## src/rtl/uart_cmd_wrapper.sv

```systemverilog
// uart_cmd_wrapper: copter-side end of the host command link.
// RX deserializes 8N1 bytes and assembles 3-byte frames {cmd, data_hi, data_lo};
// TX serializes a single response byte.
// Optional build macro: FRAME_TIMEOUT_EN. When defined, a partial frame is
// dropped after TIMEOUT_BITS idle bit times and frm_err pulses.
// Handshakes: cmd_rdy stays high until clr_cmd_rdy or byte0 of the next frame.
// cmd/data are stable while cmd_rdy is high. send_resp is a one-cycle strobe
// and is accepted only while TX is idle. resp_sent pulses once per byte.
module uart_cmd_wrapper #(
  parameter int BAUD_DIV     = 2604,
  parameter int TIMEOUT_BITS = 32
) (
  input  logic        clk,
  input  logic        rst,
  input  logic        RX,
  output logic        TX,
  output logic [7:0]  cmd,
  output logic [15:0] data,
  output logic        cmd_rdy,
  input  logic        clr_cmd_rdy,
  input  logic [7:0]  resp,
  input  logic        send_resp,
  output logic        resp_sent,
  output logic        frm_err,
  output logic [1:0]  rx_state_dbg,
  output logic [1:0]  tx_state_dbg
);

  // The bit counters are 16 bits wide. resp_sent is raised one cycle before
  // the stop bit ends, so a bit must last at least two cycles.
  if (BAUD_DIV < 4 || BAUD_DIV > 65535) begin : g_bad_baud
    $error("uart_cmd_wrapper: BAUD_DIV out of range");
  end
  if (TIMEOUT_BITS < 1) begin : g_bad_timeout
    $error("uart_cmd_wrapper: TIMEOUT_BITS must be positive");
  end

  localparam logic [15:0] BIT_LAST  = 16'(BAUD_DIV - 1);
  localparam logic [15:0] HALF_LAST = 16'(BAUD_DIV / 2 - 1);

  localparam logic [1:0] RX_IDLE  = 2'd0;
  localparam logic [1:0] RX_START = 2'd1;
  localparam logic [1:0] RX_DATA  = 2'd2;
  localparam logic [1:0] RX_STOP  = 2'd3;

  localparam logic [1:0] TX_IDLE  = 2'd0;
  localparam logic [1:0] TX_LOAD  = 2'd1;
  localparam logic [1:0] TX_SHIFT = 2'd2;

  logic        rx_meta, rx_sync, rx_prev;
  logic [1:0]  rx_state;
  logic [15:0] rx_cnt;
  logic [2:0]  rx_bit;
  logic [7:0]  rx_sh;
  logic [1:0]  byte_idx;
  logic [7:0]  sh_cmd, sh_hi;
  logic        gap_expire;

  logic [1:0]  tx_state;
  logic [15:0] tx_cnt;
  logic [3:0]  tx_bit;
  logic [8:0]  tx_sh;

  assign rx_state_dbg = rx_state;
  assign tx_state_dbg = tx_state;

  // Two-flop synchronizer plus one delayed copy for falling-edge detection
  always_ff @(posedge clk) begin
    if (rst) begin
      rx_meta <= 1'b1;
      rx_sync <= 1'b1;
      rx_prev <= 1'b1;
    end else begin
      rx_meta <= RX;
      rx_sync <= rx_meta;
      rx_prev <= rx_sync;
    end
  end

`ifdef FRAME_TIMEOUT_EN
  localparam logic [31:0] GAP_LIMIT = 32'(TIMEOUT_BITS * BAUD_DIV);
  logic [31:0] gap_cnt;

  assign gap_expire = (gap_cnt == GAP_LIMIT) && (byte_idx != 2'd0) &&
                      (rx_state == RX_IDLE) && rx_sync;

  // Count idle cycles while a frame is partially assembled
  always_ff @(posedge clk) begin
    if (rst) begin
      gap_cnt <= '0;
    end else if (byte_idx == 2'd0 || rx_state != RX_IDLE || !rx_sync || gap_expire) begin
      gap_cnt <= '0;
    end else begin
      gap_cnt <= gap_cnt + 32'd1;
    end
  end
`else
  // A partial frame waits indefinitely for its remaining bytes
  assign gap_expire = 1'b0;
`endif

  // RX byte FSM and frame assembler
  always_ff @(posedge clk) begin
    if (rst) begin
      rx_state <= RX_IDLE;
      rx_cnt   <= '0;
      rx_bit   <= '0;
      rx_sh    <= '0;
      byte_idx <= '0;
      sh_cmd   <= '0;
      sh_hi    <= '0;
      cmd      <= '0;
      data     <= '0;
      cmd_rdy  <= 1'b0;
      frm_err  <= 1'b0;
    end else begin
      frm_err <= 1'b0;
      if (clr_cmd_rdy) cmd_rdy <= 1'b0;
      case (rx_state)
        RX_IDLE: begin
          if (rx_prev && !rx_sync) begin
            rx_state <= RX_START;
            rx_cnt   <= HALF_LAST;
          end
        end
        RX_START: begin
          if (rx_cnt == 16'd0) begin
            if (rx_sync) begin
              rx_state <= RX_IDLE;   // glitch, not a start bit
            end else begin
              rx_state <= RX_DATA;
              rx_cnt   <= BIT_LAST;
              rx_bit   <= '0;
            end
          end else begin
            rx_cnt <= rx_cnt - 16'd1;
          end
        end
        RX_DATA: begin
          if (rx_cnt == 16'd0) begin
            rx_sh  <= {rx_sync, rx_sh[7:1]};
            rx_cnt <= BIT_LAST;
            rx_bit <= rx_bit + 3'd1;
            if (rx_bit == 3'd7) rx_state <= RX_STOP;
          end else begin
            rx_cnt <= rx_cnt - 16'd1;
          end
        end
        default: begin
          if (rx_cnt == 16'd0) begin
            rx_state <= RX_IDLE;
            if (!rx_sync) begin
              frm_err  <= 1'b1;
              byte_idx <= 2'd0;
            end else begin
              case (byte_idx)
                2'd0: begin
                  sh_cmd   <= rx_sh;
                  byte_idx <= 2'd1;
                  cmd_rdy  <= 1'b0;
                end
                2'd1: begin
                  sh_hi    <= rx_sh;
                  byte_idx <= 2'd2;
                end
                default: begin
                  cmd      <= sh_cmd;
                  data     <= {sh_hi, rx_sh};
                  cmd_rdy  <= 1'b1;  // overrides a same-cycle clr_cmd_rdy
                  byte_idx <= 2'd0;
                end
              endcase
            end
          end else begin
            rx_cnt <= rx_cnt - 16'd1;
          end
        end
      endcase
      if (gap_expire) begin
        byte_idx <= 2'd0;
        sh_cmd   <= '0;
        sh_hi    <= '0;
        frm_err  <= 1'b1;
      end
    end
  end

  // TX response FSM: start bit, 8 data bits LSB first, stop bit
  always_ff @(posedge clk) begin
    if (rst) begin
      tx_state  <= TX_IDLE;
      TX        <= 1'b1;
      tx_cnt    <= '0;
      tx_bit    <= '0;
      tx_sh     <= '1;
      resp_sent <= 1'b0;
    end else begin
      resp_sent <= 1'b0;
      case (tx_state)
        TX_IDLE: begin
          if (send_resp) begin
            tx_sh    <= {1'b1, resp};
            tx_state <= TX_LOAD;
          end
        end
        TX_LOAD: begin
          TX       <= 1'b0;
          tx_cnt   <= BIT_LAST;
          tx_bit   <= '0;
          tx_state <= TX_SHIFT;
        end
        default: begin
          if (tx_cnt == 16'd0) begin
            if (tx_bit == 4'd9) begin
              tx_state <= TX_IDLE;
            end else begin
              TX     <= tx_sh[0];
              tx_sh  <= {1'b1, tx_sh[8:1]};
              tx_bit <= tx_bit + 4'd1;
              tx_cnt <= BIT_LAST;
            end
          end else begin
            tx_cnt <= tx_cnt - 16'd1;
            if (tx_bit == 4'd9 && tx_cnt == 16'd1) resp_sent <= 1'b1;
          end
        end
      endcase
    end
  end

endmodule

```

## config.mk

```make
export PLATFORM = sky130hd
export DESIGN_NAME = uart_cmd_wrapper
export DESIGN_NICKNAME = d
export VERILOG_FILES = /design/src/rtl/uart_cmd_wrapper.sv
export SDC_FILE = /design/constraint.sdc
export NUM_CORES = 1
export LEC_CHECK = 0
export ABC_CLOCK_PERIOD_IN_PS = 2380
export CORE_MARGIN = 2
export CORE_UTILIZATION = 58
export CTS_CLUSTER_SIZE = 16
export DETAILED_ROUTE_END_ITERATION = 8
export PLACE_DENSITY = 0.8
export SLEW_MARGIN = 40
export SYNTH_ARGS = -nofsm -noshare
export SYNTH_HDL_FRONTEND = slang
export SYNTH_SLANG_ARGS = --single-unit
```

## constraint.sdc

```tcl
create_clock -name clk -period 2.38 [get_ports clk]
set_input_delay 0.476 -clock clk [delete_from_list [all_inputs] [get_ports clk]]
set_output_delay 0.476 -clock clk [all_outputs]
set_load 0.05 [all_outputs]
```

# After elaboration in Yosys (flattened, before gate mapping)
# Index checks and enable logic that the tools add are counted.
# W data, S select, Z words.
# classes
eq_ne	18
n_reduce_logical	30
n_addsub	4
muxes	43
n_bitwise	5
# op_table
operator	n
$mux W16	7
$pmux W16 S3	1
$logic_not A16 Y1	2
$pmux W16 S2	1
$sub A16 B1 Y16 const B	2
$mux W9	3
$mux W2	10
$reduce_and A4 Y1	5
$pmux W9 S2	1
$eq A16 B1 Y1 const B	1
$ne A2 B2 Y1 const B	6
$mux W3	3
$reduce_and A3 Y1	3
$mux W1	8
$mux W4	2
$pmux W2 S2	2
$pmux W4 S2	1
$reduce_bool A2 Y1	4
$eq A2 B1 Y1 const B	3
$logic_not A2 Y1	3
$pmux W2 S3	1
$pmux W3 S2	1
$reduce_and A2 Y1	3
$reduce_bool A3 Y1	2
other kinds (18)	25
# word_totals
out_inout_bits	32
elab_cells	120
ff_bits	109

# Depth between registers and ports, before layout
# depth
word_depth	5
ltp_mapped	9
ltp_nobuf	7

# Least setup slack after synthesis
# Ideal clock, no wire load.
# synth_timing
kind	reg-to-reg
from	reg rx_state[0], in the netlist rx_state_dbg[0]
to	reg rx_cnt[14]
period_less_slack_ps	2420
arrival_time_ps	2350
required_time_ps	2310
setup_ps	70
stages_incl_launch_ff	8
slack_ps	-40
cell_sequence	dfxtp_1 inv_1 ha_1 clkbuf_1 a21boi_0 or4_1 or4_1 a21oi_1
# synth_between
elab_chain_cells	3
elab_cells_between_ends	8
classes_between	eq/ne (5); mux (1); reduce/logical (2)
# synth_lines
element	line	rtl
start, declared	51	logic [1:0] rx_state;
start signal, assigned	105	rx_state <= RX_IDLE;
start signal, assigned	122	rx_state <= RX_START;
start signal, assigned	129	rx_state <= RX_IDLE;
$eq A2 B2 Y1, or another cell as far along	119	case (rx_state)
$ne A4 B1 Y1 (no line), or another cell as far along	--	
$reduce_and A3 Y1 (no line)	--	
end signal, assigned	136	rx_cnt <= rx_cnt - 16'd1;
end signal, assigned	146	rx_cnt <= rx_cnt - 16'd1;
end signal, assigned	175	rx_cnt <= rx_cnt - 16'd1;
end, declared	52	logic [15:0] rx_cnt;
# Parallel ways exist; a longest one is shown, timed or not.
# A chain may end at the register's enable or synchronous reset.

# Worst setup path after layout
# layout_timing
from	reg tx_state[0], in the netlist tx_state_dbg[0]
to	out tx_state_dbg[0]
# layout_rtl
element	line	rtl
start, declared	59	logic [1:0] tx_state;
start signal, assigned	191	tx_state <= TX_IDLE;
start signal, assigned	203	tx_state <= TX_LOAD;
start signal, assigned	210	tx_state <= TX_SHIFT;
end, declared	26	output logic [1:0] tx_state_dbg
# No word-level cell between the ends.

==> impl_metrics.sql <==
INSERT INTO impl_metrics (metric_group, metric, value, unit) VALUES
('status', 'run_status', 'finished clean', ''),
('min_path', 'hp-class', 'reg2reg', ''),
('route', 'avgRoutedWirePerCell', '16.0', 'µm'),
('synth', 'yosys_warnings', '0', ''),
('layout', 'num-fill-cells', '696', ''),
('setup_path', 'path_depth_of_the_worst_reg2reg_path', '7', ''),
('grt', 'track_usage', '25.2', '%'),
('sta', 'final.setup_skew', '15.6', 'ps'),
('sta', 'fin_crit', '2200', 'ps'),
('place', 'place.detailed.hpwl', '8.28', 'mm'),
('clock_network', 'clk_pin_slew_worst_paths', '100', 'ps'),
('layout', 'finish.net_count', '651', ''),
('setup_path', 'depth_of_the_critical_timing_path_with_buffers_and_inverters_included', '1', ''),
('synth', 'synth_seq_area_share', '42.5', '%'),
('clock_network', 'holdBufCountCts', '0', ''),
('route', 'drc', '0', ''),
('layout', 'diodes', '0', ''),
('clock_network', 'clock_insertion_delay_worst_skew', '370', 'ps'),
('setup_path', 'critical_path_at', '1730', 'ps'),
('clock_network', 'cts_tree', 'built', ''),
('synth', 'synthesis.instances', '591', ''),
('min_path', 'hold_startpoint', 'rx_meta$_SDFF_PP1_', ''),
('sta', 'maxClockFrequency', '454', 'MHz'),
('pwr', 'power_density', '946', 'nW/µm²'),
('layout', 'most_frequent_cells_in_the_layout', 'sky130_fd_sc_hd__dfxtp_1 (106), sky130_fd_sc_hd__nand2_1 (81), sky130_fd_sc_hd__a21oi_1 (62)', ''),
('setup_path', 'r2r-start', 'rx_state_dbg[0]$_SDFFE_PP0P_', ''),
('setup_path', 'max_stage_delay', '870', 'ps'),
('setup_path', 'timing.critical_path.max_delay_family', 'buffers and inverters', ''),
('clock_network', 'root_buffer', 'sky130_fd_sc_hd__clkbuf_8', ''),
('layout', 'post_route_cells_drive_above_1_share', '9.84', '%'),
('clock_network', 'clock_sinks', '108', ''),
('sta', 'tightest_slew', '658', 'ps'),
('layout', 'multi_input_gate_area_in_the_final_layout', '2660', 'µm²'),
('pwr', 'power.switching_fraction', '41.6', '%'),
('synth', 'ys_ff_latch', '108', ''),
('floorplan', 'initial_standard_cell_utilization_of_the_core', '59.2', '%'),
('grt', 'grt_start_max_net_pins', '55', ''),
('floorplan', 'io-pin-count', '45', ''),
('sta', 'unrepaired_setup_endpoints_after_global_routing', 'false', ''),
('route', 'post_drt_via_cell_ratio', '6.14', ''),
('floorplan', 'floorplan.die.width', '97.7', 'µm'),
('pwr', 'clock_share_of_power', '19.4', '%'),
('min_path', 'worstHoldEndpoint', 'rx_sync$_SDFF_PP1_', ''),
('synth', 'mappedNetlistArea', '5090', 'µm²'),
('route', 'postRouteWirelength', '11.8', 'mm'),
('sta', 'timing.max_slew.rel_slack', '55.9', '%'),
('route', 'drtIter0Drc', '219', ''),
('setup_path', 'critical_path.cell_chain', 'clkdlybuf4s50_1', ''),
('setup_path', 'cp_slowest_cell', 'sky130_fd_sc_hd__clkdlybuf4s50_1', ''),
('setup_path', 'critical_path.n_buffers_inverters', '1', ''),
('sta', 'slew_viol_final', '0', ''),
('synth', 'synth.avg_cell_area', '8.61', 'µm²'),
('pwr', 'total_leakage_power', '2.16', 'nW'),
('place', 'place.gp.congestion', '0.880', ''),
('route', 'route.vias.total', '4531', ''),
('synth', 'postSynth.asyncResetShare', '0', '%'),
('clock_network', 'worst_case_clock_buffer_depth', '2', ''),
('place', 'count_of_input_and_output_buffers', '44', ''),
('route', 'dr.pass1.iters', '5', ''),
('setup_path', 'timing.critical_path.fanout_max', '8', ''),
('floorplan', 'std_cell_rows', '34', ''),
('layout', 'final_common_cell', 'sky130_fd_sc_hd__dfxtp_1', ''),
('setup_path', 'timing.reg2reg.setup_slack', '200', 'ps'),
('pwr', 'comb_power_share', '40.2', '%'),
('synth', 'synth_enable_flop_cells', '0', ''),
('route', 'ant_nets', '0', ''),
('grt', 'grt_pass1_wl', '20.1', 'mm'),
('synth', 'mappedNetlistNets', '617', ''),
('sta', 'report.final.setup_viol', '0', ''),
('sta', 'layout_worst_path_cycle_share', '92.6', '%'),
('synth', 'synth_flop_cell', 'sky130_fd_sc_hd__dfxtp_1', '');
-- layout make-up --
class	count	area share (%)
well taps	108	2.33
repair buffers	60	9.80
clock inverters	6	0.820
multi-input cells	423	45.9
inverters	23	1.49
flip-flops and latches	108	37.3
clock buffers	10	2.37
-- registers in the layout, indices dropped and copies added, names as in the netlist, 2 cells and up --
register      count
data             16
rx_cnt           16
tx_cnt           16
cmd               8
rx_sh             8
sh_cmd            8
sh_hi             8
tx_sh             8
tx_bit            4
rx_bit            3
byte_idx          2
rx_state_dbg      2
tx_state_dbg      2
-- power groups by stage --
| stage | Combinational, mW | Clock (mW) | Sequential (mW) |
|---|---|---|---|
| detailed placement | 2.13 | 0 | 2.25 |
| floorplan | 1.65 | 0 | 2.23 |
| global placement | 2.05 | 0 | 2.24 |
| global route | 2.46 | 1.14 | 2.25 |
| CTS | 2.15 | 1.08 | 2.21 |
| finish | 2.20 | 1.06 | 2.22 |
-- stage by stage --
stage | hold WS (ps) | instance area [µm²] | worst slack, ps | total power [mW]
3_5_place_dp | 408 | 5590 | 228 | 4.38
2_1_floorplan | 389 | 5090 | 174 | 3.88
3_3_place_gp | 399 | 5590 | 321 | 4.30
5_1_grt | 466 | 5800 | 50.6 | 5.85
6_report | 424 | 5800 | 177 | 5.49
4_1_cts | 433 | 5770 | 178 | 5.44
-- per-layer routing --
layer	GRT usage [%]	vias to the layer above	wire length, µm
li1	-	2206	-
met1	31.0	2196	5100
met2	44.5	107	6070
met3	4.68	22	445
met4	8.23	0	210
met5	0	-	0
-- cells in the mapped netlist, types with 5 or more instances --
master | n | area share, %
sky130_fd_sc_hd__dfxtp_1 | 108 | 42
sky130_fd_sc_hd__or4_1 | 9 | 1.3
sky130_fd_sc_hd__nor2_1 | 35 | 2.6
sky130_fd_sc_hd__nor3_1 | 10 | 0.98
sky130_fd_sc_hd__and2_1 | 5 | 0.61
sky130_fd_sc_hd__nand4_1 | 10 | 1.2
sky130_fd_sc_hd__o21ai_0 | 17 | 1.7
sky130_fd_sc_hd__or2_2 | 5 | 0.61
sky130_fd_sc_hd__a21oi_1 | 62 | 6.1
sky130_fd_sc_hd__nor4_1 | 7 | 0.86
sky130_fd_sc_hd__mux2i_1 | 25 | 4.9
sky130_fd_sc_hd__a31oi_1 | 10 | 1.2
sky130_fd_sc_hd__ha_1 | 13 | 3.2
sky130_fd_sc_hd__inv_1 | 23 | 1.7
sky130_fd_sc_hd__or3_1 | 6 | 0.74
sky130_fd_sc_hd__a211oi_1 | 8 | 1.2
sky130_fd_sc_hd__a41oi_1 | 8 | 1.4
sky130_fd_sc_hd__nand3_1 | 26 | 2.6
sky130_fd_sc_hd__clkbuf_1 | 24 | 1.8
sky130_fd_sc_hd__and3_1 | 7 | 0.86
sky130_fd_sc_hd__nand2_1 | 81 | 6.0
sky130_fd_sc_hd__buf_2 | 6 | 0.59
sky130_fd_sc_hd__o21ai_1 | 6 | 0.59
-- repair_timing --
action / CTS / global route
setup endpoints to repair: 0 / 9
setup buffers: 0 / 1
resized for setup: 0 / 2
-- kinds of logic after synthesis --
family / Yosys count / synth area share, %
and+or+nand+nor: 229 / 23.6
adders and majority gates: 13 / 3.20
muxes: 26 / 5.14
buffers and inverters: 60 / 5.39
xor gates and xnor gates: 6 / 1.03
AOI/OAI and AO/OA: 149 / 19.2
DFF: 108 / 42.5
-- worst max path at each step --
stage	to	startpoint	slack, ps
after floorplan	rx_cnt[14]$_SDFFE_PP0P_	rx_state_dbg[0]$_SDFFE_PP0P_	170
after global placement	rx_bit[2]$_SDFFE_PP0P_	rx_cnt[0]$_SDFFE_PP0P_	320
after detailed placement	tx_cnt[14]$_SDFFE_PP0P_	tx_cnt[0]$_SDFFE_PP0P_	230
after CTS	tx_state_dbg[0]	tx_state_dbg[0]$_SDFFE_PP0P_	180
after global routing	tx_cnt[10]$_SDFFE_PP0P_	tx_cnt[2]$_SDFFE_PP0P_	50
final	tx_state_dbg[0]	tx_state_dbg[0]$_SDFFE_PP0P_	180
No activity file was read; power rests on OpenSTA's default activity.
